## src/rtl/tone_mapping_ctrl_if.sv

```systemverilog
// tone_mapping_ctrl_if: pixel stream bundle (framing, qualifier, data)
interface tone_mapping_ctrl_if #(parameter int W = 10);
   logic sop;
   logic eop;
   logic valid;
   logic [W-1:0] data;
   modport master (output sop, eop, valid, data);
   modport slave (input sop, eop, valid, data);
endinterface

```

## src/rtl/tone_mapping_ctrl.sv

```systemverilog
// tone_mapping_ctrl: per-frame min/max tracker committing clamped (min, range) tone-map parameters
module tone_mapping_ctrl #(
   parameter int W = 10,
   parameter int PIX_W = 22,
   parameter int MIN_RANGE = 16
) (
   input  logic clk,
   input  logic reset_n,
   tone_mapping_ctrl_if.slave pix,
   output logic [W-1:0] min_o,
   output logic [W-1:0] range_o,
   output logic params_upd,
   output logic [15:0] frame_cnt,
   output logic [PIX_W-1:0] pix_cnt_o,
   output logic err_sop,
   output logic err_eop,
   output logic err_orphan,
   output logic busy
);
   localparam logic [W-1:0] MR = W'(MIN_RANGE);
   localparam logic [W-1:0] LIM = {W{1'b1}} - MR;
   typedef enum logic [1:0] {IDLE, ACTIVE, COMMIT} state_t;
   state_t state, nxt;
   logic [W-1:0] min_acc, max_acc, d;
   logic [PIX_W-1:0] pix_acc;
   logic s_beat, e_beat;
   always_comb begin
      s_beat = pix.valid & pix.sop;
      e_beat = pix.valid & pix.eop;
      d = max_acc - min_acc;
      nxt = (state == ACTIVE || s_beat) ? (e_beat ? COMMIT : ACTIVE) : IDLE;
   end
   // COMMIT cycle behaves as IDLE for incoming beats, so a sop there starts the next frame
   always_ff @(posedge clk or negedge reset_n) begin
      if (!reset_n) begin
         state <= IDLE;
         min_acc <= '0;
         max_acc <= '0;
         pix_acc <= '0;
         min_o <= '0;
         range_o <= '1;
         params_upd <= 1'b0;
         frame_cnt <= '0;
         pix_cnt_o <= '0;
         err_sop <= 1'b0;
         err_eop <= 1'b0;
         err_orphan <= 1'b0;
         busy <= 1'b0;
      end else begin
         state <= nxt;
         busy <= nxt != IDLE;
         params_upd <= state == COMMIT;
         err_sop <= state == ACTIVE && s_beat;
         err_eop <= state != ACTIVE && e_beat && !pix.sop;
         err_orphan <= state != ACTIVE && pix.valid && !pix.sop && !pix.eop;
         if (state == COMMIT) begin
            range_o <= d >= MR ? d : MR;
            min_o <= (d >= MR || min_acc < LIM) ? min_acc : LIM;
            pix_cnt_o <= pix_acc;
            frame_cnt <= frame_cnt + 1'b1;
         end
         if (s_beat) begin
            min_acc <= pix.data;
            max_acc <= pix.data;
            pix_acc <= PIX_W'(1);
         end else if (state == ACTIVE && pix.valid) begin
            min_acc <= pix.data < min_acc ? pix.data : min_acc;
            max_acc <= pix.data > max_acc ? pix.data : max_acc;
            pix_acc <= &pix_acc ? pix_acc : pix_acc + 1'b1;
         end
      end
   end
endmodule

```

## src/flat_wrapper.sv

```systemverilog
// flat-port wrapper written by rule: the top's interface ports become plain ports
module tone_mapping_ctrl_flat 
#(
   parameter int W = 10,
   parameter int PIX_W = 22,
   parameter int MIN_RANGE = 16
)
  (clk, reset_n, min_o, range_o, params_upd, frame_cnt, pix_cnt_o, err_sop, err_eop, err_orphan, busy, pix_sop, pix_eop, pix_valid, pix_data);
  tone_mapping_ctrl_if #(.W(W)) pix_i ();
  input  logic clk;
  input  logic reset_n;
  output logic [W-1:0] min_o;
  output logic [W-1:0] range_o;
  output logic params_upd;
  output logic [15:0] frame_cnt;
  output logic [PIX_W-1:0] pix_cnt_o;
  output logic err_sop;
  output logic err_eop;
  output logic err_orphan;
  output logic busy;
  input wire logic [$bits(pix_i.sop)-1:0] pix_sop;
  input wire logic [$bits(pix_i.eop)-1:0] pix_eop;
  input wire logic [$bits(pix_i.valid)-1:0] pix_valid;
  input wire logic [$bits(pix_i.data)-1:0] pix_data;
  assign pix_i.sop = pix_sop;
  assign pix_i.eop = pix_eop;
  assign pix_i.valid = pix_valid;
  assign pix_i.data = pix_data;
  tone_mapping_ctrl #(.W(W), .PIX_W(PIX_W), .MIN_RANGE(MIN_RANGE)) u_core (.clk(clk), .reset_n(reset_n), .pix(pix_i), .min_o(min_o), .range_o(range_o), .params_upd(params_upd), .frame_cnt(frame_cnt), .pix_cnt_o(pix_cnt_o), .err_sop(err_sop), .err_eop(err_eop), .err_orphan(err_orphan), .busy(busy));
endmodule
```

## config.mk

```make
export PLATFORM = sky130hd
export DESIGN_NAME = tone_mapping_ctrl_flat
export DESIGN_NICKNAME = d
export VERILOG_FILES = /design/src/rtl/tone_mapping_ctrl_if.sv /design/src/rtl/tone_mapping_ctrl.sv /design/src/flat_wrapper.sv
export SDC_FILE = /design/constraint.sdc
export NUM_CORES = 1
export LEC_CHECK = 0
export BUFFER_PORTS_ARGS = -buffer_cell sky130_fd_sc_hd__buf_2
export CAP_MARGIN = 20
export CORE_MARGIN = 2
export CORE_UTILIZATION = 45
export DETAILED_ROUTE_END_ITERATION = 10
export PLACE_DENSITY = 0.64
export REMOVE_ABC_BUFFERS = 1
export SLEW_MARGIN = 20
export SYNTH_ARGS = -nofsm -noshare
export SYNTH_HDL_FRONTEND = slang
export SYNTH_SLANG_ARGS = --single-unit
```

## constraint.sdc

```tcl
create_clock -name clk -period 6.65 [get_ports clk]
set_input_delay 0.3325 -clock clk [delete_from_list [all_inputs] [get_ports clk]]
set_output_delay 0.3325 -clock clk [all_outputs]
set_load 0.02 [all_outputs]
```

# Word-level counts from Yosys, hierarchy flattened
# Index checks and enable logic that the tools add are counted.
dict set report op_classes {
  add_sub_neg 3
  magnitude_cmp 4
  eq_ne 4
  muxes 13
  n_bitwise 2
  n_reduce_logical 19
}
# operator n
set ops {}
lappend ops {{2-to-1 mux 10 bit} 8}
lappend ops {{2-to-1 mux 22 bit} 3}
lappend ops {{adder 22 x 1 -> 22 bit, second input constant} 1}
lappend ops {{AND reduction 22 bit} 1}
lappend ops {{adder 16 x 1 -> 16 bit, second input constant} 1}
lappend ops {{>= comparator 10 x 5 -> 1 bit, second input constant} 1}
lappend ops {{greater-than comparator 10 bit} 1}
lappend ops {{< comparator 10 bit} 1}
lappend ops {{< comparator 10 bit, second input constant} 1}
lappend ops {{subtractor 10 bit} 1}
lappend ops {{nonzero test 2 bit} 4}
lappend ops {{logical AND 1 bit} 7}
lappend ops {{AND reduction 2 bit} 3}
lappend ops {{2-to-1 mux 2 bit} 2}
lappend ops {{!= test 2 x 1 -> 1 bit, second input constant} 2}
lappend ops {{bitwise AND 1 bit} 2}
lappend ops {{equality test 2 x 1 -> 1 bit, second input constant} 1}
lappend ops {{equality test 2 bit, second input constant} 1}
lappend ops {{zero test 1 bit} 2}
lappend ops {{logical OR 1 bit} 2}
dict set report totals {
  ff_bits 107
  out_inout_bits 63
  word_cells 58
}

# Logic depth before layout (Yosys ltp)
dict set report logic_depth {
  ltp_word 4
  depth_mapped 10
  mapped_depth_nobuf 9
}

# Least setup slack after synthesis
# OpenSTA, ideal clock, no wires.
dict set report synth_timing {
  path_kind {register -> register}
  start {reg u_core.min_acc[0]}
  end {reg u_core.range_o[3]}
  setup_ns 0.079
  t_arrival_ns 2.406
  required_time_ns 6.571
  slack_ns 4.166
  stages_incl_launch_ff 10
  path_buffers 1
  path_cell_list {dfrtp_1 > ha_1 > fa_1 > nor2b_4 > o211ai_1 > a21oi_1 > xnor2_1 > or4_1 > buf_2 > a41o_1}
}
dict set report synth_between {
  elab_chain_cells 3
}
# item line_no
set synth_rtl {}
lappend synth_rtl {{from (decl)} tone_mapping_ctrl.sv:24} ;# logic [W-1:0] min_acc, max_acc, d;
lappend synth_rtl {{from (signal assigned)} tone_mapping_ctrl.sv:63} ;# min_acc <= pix.data;
lappend synth_rtl {{from (signal assigned)} tone_mapping_ctrl.sv:67} ;# min_acc <= pix.data < min_acc ? pix.data : min_acc;
lappend synth_rtl {{subtractor 10 bit (*)} tone_mapping_ctrl.sv:30} ;# d = max_acc - min_acc;
lappend synth_rtl {{>= comparator 10 x 5 -> 1 bit} tone_mapping_ctrl.sv:57} ;# range_o <= d >= MR ? d : MR;
lappend synth_rtl {{2-to-1 mux 10 bit (*)} tone_mapping_ctrl.sv:57}
lappend synth_rtl {{to (signal assigned)} tone_mapping_ctrl.sv:57}
lappend synth_rtl {{to (decl)} tone_mapping_ctrl.sv:11} ;# output logic [W-1:0] range_o,
# Mark *: on every way between the ends. The rest lies on a longest branch, timed or not.
# A chain may end at the register's enable or synchronous reset.

# Worst setup path after layout
dict set report layout_timing {
  start {reg u_core.min_acc[4]}
  end {reg u_core.range_o[3]}
}
dict set report layout_between {
  elab_chain_cells 3
}
# item line_no
set layout_rtl {}
lappend layout_rtl {{subtractor 10 bit} tone_mapping_ctrl.sv:30}
lappend layout_rtl {{>= comparator 10 x 5 -> 1 bit} tone_mapping_ctrl.sv:57}
lappend layout_rtl {{2-to-1 mux 10 bit} tone_mapping_ctrl.sv:57}
# No other way between the ends.

==> impl_results.md <==
- Status: finished, violations left
- Share of cells above drive strength 1: 18.2%
- Violated checks: hold timing
- Setup_tns: 0 ns
- Family with the most delay on the worst path: simple AND/OR/NAND/NOR gates
- Post-layout min period: 2.84 ns
- RSZ-0062 raised after global routing: no
- Setup Fix Bufs, Post-CTS: 0
- First-pass DRT Iterations: 5
- Crit path cell chain: inv_1, ha_1, a21o_1, a31oi_1, a21oi_1, nand4b_1, or4_1, a41o_1
- Slowest cell on crit path: or4_1
- Die height: 116 microns
- Fmax: 352 MHz
- CP Class: flop to flop
- Antenna cell count: 0
- Vias in the first global route: 4304
- Final WS setup: 3.81 ns
- Initial DRC Count: 254
- CP peak stage delay: 0.71 ns
- Global-route wire length before repair: 20600 microns
- Clock transition at path regs: 0.07 ns
- Post-Place Worst Slack: 3.61 ns
- Dpl hpwl: 8800 microns
- Initial Utilization: 46.5%
- Max-slew violations: 0
- CTS tree: built
- Leak Pwr: 0.00324 uW
- WP data required: 6.93 ns
- Buffers plus inverters on the worst setup path: 1
- Critical Path AT: 3.12 ns
- GRT Util Overall: about a fifth
- FF+latch count, synth: 107
- Via-to-Cell Ratio: 5.39
- Largest family of logic cells by synthesized area: simple AND/OR/NAND/NOR gates
- Setup violations, final: 0
- Synth warnings: 0
- Post-Route Utilization: a little over half
- Largest net degree at the start of global routing: 61
- Synthesized area: 5660 sq um
- Simple-Gate Fraction of Synth Area: 22.3%
- Number of library cell types mapped by synthesis: 53
- Routed wire length: 12300 microns
- Most frequent cells in the layout: nand2_1 (122), dfrtp_1 (97), buf_2 (76)
- Sequential area share after synthesis: 47.5%
- Synth Area in XOR/XNOR: 6.34%
- DR vias: about 4600
- CTS Sinks: 107
- Fillers: around 1200
- Total congestion overflow: 0
- Hold Slack: -0.00728 ns
- CTS hold repair buffers: 0
- Row cnt: 40
- Port bufs: 77
- Mux cell area share after synthesis: 2.32%
- Maximum VDD drop: between 0.1 and 0.15 mV
- I/O pin cnt: 78
- Crit path max fanout: 11
- CTS Buf Count: 9
- Hold Fails Final Rpt: 10
- Clock Skew: 0.00597 ns
- Post-synth top flop: dfrtp_1
- Clock Path Buffers: 2
- DR WL/cell: between 10 and 15 microns
- Worst slew margin: a little under two fifths
- CTS Root Cell: clkbuf_16
- Layout area overhead: 15.5%
- EDFF count, synth: 0
- Clock Latency Late Sink: 0.35 ns
- Final #Nets: 718
- GP Congestion: about 0.84
- CTS HTree Levels: 3
- Adder-cell share of the synthesized area: 6.98%
- Post-synthesis compound-gate area fraction: 10.8%
- Die X: 116 microns
- Mapped Cells: 607
- Detail Route Antenna Nets: 0
- Commonest non-fill, non-tap cell in the layout: nand2_1
- Die ar.: 13500 sq um
- PD cells: 358 nW/um^2
- Worst Setup End Kind: flop
- Final Power: 2340 uW
- Worst Max-Slew Pin Slew: ~0.92 ns
- Hold crit path type: primary input to async pin
- Post-synth ARST share: 100%
- Final period utilization: 42.7%
- Max-cap violations: 0
- Number of gates resized after CTS: 0
- Area of the core: 12200 sq um
- Syn Area/Cell: between 9 and 10 sq um
- Antenna violations before repair: 0
- Critical Path Source Type: flop
- Post-route DRC: 0
[report_power, final]
group / internal, uW / leakage (uW) / total (uW) / switching, uW
Clock: 326 / 0.000153 / 567 / 242
Combinational: 332 / 0.00170 / 889 / 557
Sequential: 793 / 0.00139 / 887 / 94.6
Total: 1450 / 0.00324 / 2340 / 893
[synthesized netlist by cell type, drive strengths merged, types with 2 or more instances]
cell,count,area [sq um]
nand2,122,458
dfrtp,97,2430
nor2,47,176
ha,30,375
inv,27,101
a21oi,25,125
xnor2,25,219
nand3,24,120
clkbuf,20,75.1
o21ai,17,85.1
nand4,16,100
xor2,16,140
or3,13,81.3
o211ai,12,90.1
a21o,10,75.1
dfstp,10,263
mux2,9,101
nor3,8,40.0
and3,7,43.8
buf,7,30.0
a31oi,5,31.3
nor2b,5,38.8
nor4,5,31.3
and2,4,25.0
and4,4,35.0
nand2b,4,25.0
o31ai,4,30.0
a2111oi,3,45.1
mux2i,3,30.0
nand4b,3,26.3
o221ai,3,26.3
nand3b,2,15.0
o2111ai,2,17.5
or4,2,15.0
[metrics by stage]
stage | std cells | area [sq um]
after global routing | 845 | 6540
after global placement | 828 | 6180
after CTS | 844 | 6510
after floorplan | 580 | 5560
final | 845 | 6540
after detailed placement | 828 | 6190
[area by class of cell]
class | instances | area (sq um) | share of cell area (%)
flip-flops and latches | 107 | 2690 | 41.1
clock buffers | 12 | 267 | 4.08
multi-input cells | 445 | 2770 | 42.4
inverters | 28 | 105 | 1.61
clock inverters | 4 | 56.3 | 0.861
repair buffers | 81 | 438 | 6.70
well taps | 168 | 210 | 3.21
[kinds of logic (layout without fill, tap and decap cells)]
group / count (synthesis) / in the layout
AND/OR/NAND/NOR: 270 / 270
flip-flops: 107 / 107
AO/OA/AOI/OAI: 91 / 91
buffers and inverters: 55 / 125
XOR/XNOR: 41 / 41
adder cells (fa/ha/maj): 31 / 31
multiplexers: 12 / 12
[registers in the layout, summed over array words and instances, names as in the netlist, 2 cells and up]
signal,cells
u_core.pix_acc,22
u_core.pix_cnt_o,22
u_core.frame_cnt,16
u_core.max_acc,10
u_core.min_acc,10
u_core.min_o,10
u_core.range_o,10
u_core.state,2
[worst register-to-register path, delay by kind of cell (launching register included)]
kind            cells  cell delay (ns)
compound gates      4             0.92
fa+ha+maj           1             0.42
buf+inv             1             0.10
flops               1             0.41
simple gates        2             0.94
[routing by layer]
metal	part of all wire, %	GRT usage, %	routed length [microns]	up-vias
met5	0	0	0	-
met4	1.6	7.78	198	0
met3	3.7	3.06	458	13
met2	47	30.6	5750	90
met1	48	26.7	5890	2217
li1	-	-	-	2236
[final timing paths]
| kind | slack [ns] | to | start | depth (start not counted) |
|---|---|---|---|---|
| setup reg to reg | 3.81 | u_core.range_o[3] | u_core.min_acc[4] | 8 |
| hold reg to reg | 0.46 | u_core.range_o[7] | u_core.range_o[7] | 2 |
| setup / recovery | 3.81 | u_core.range_o[3] | u_core.min_acc[4] | 8 |
| hold / removal | -0.007 | u_core.frame_cnt[13] | reset_n | 1 |
| max in group asynchronous | 5.48 | u_core.min_o[1] | reset_n | 2 |
| min in group clk | 0.17 | u_core.err_orphan | pix_eop | 2 |
(Power assumes the default switching activity.)
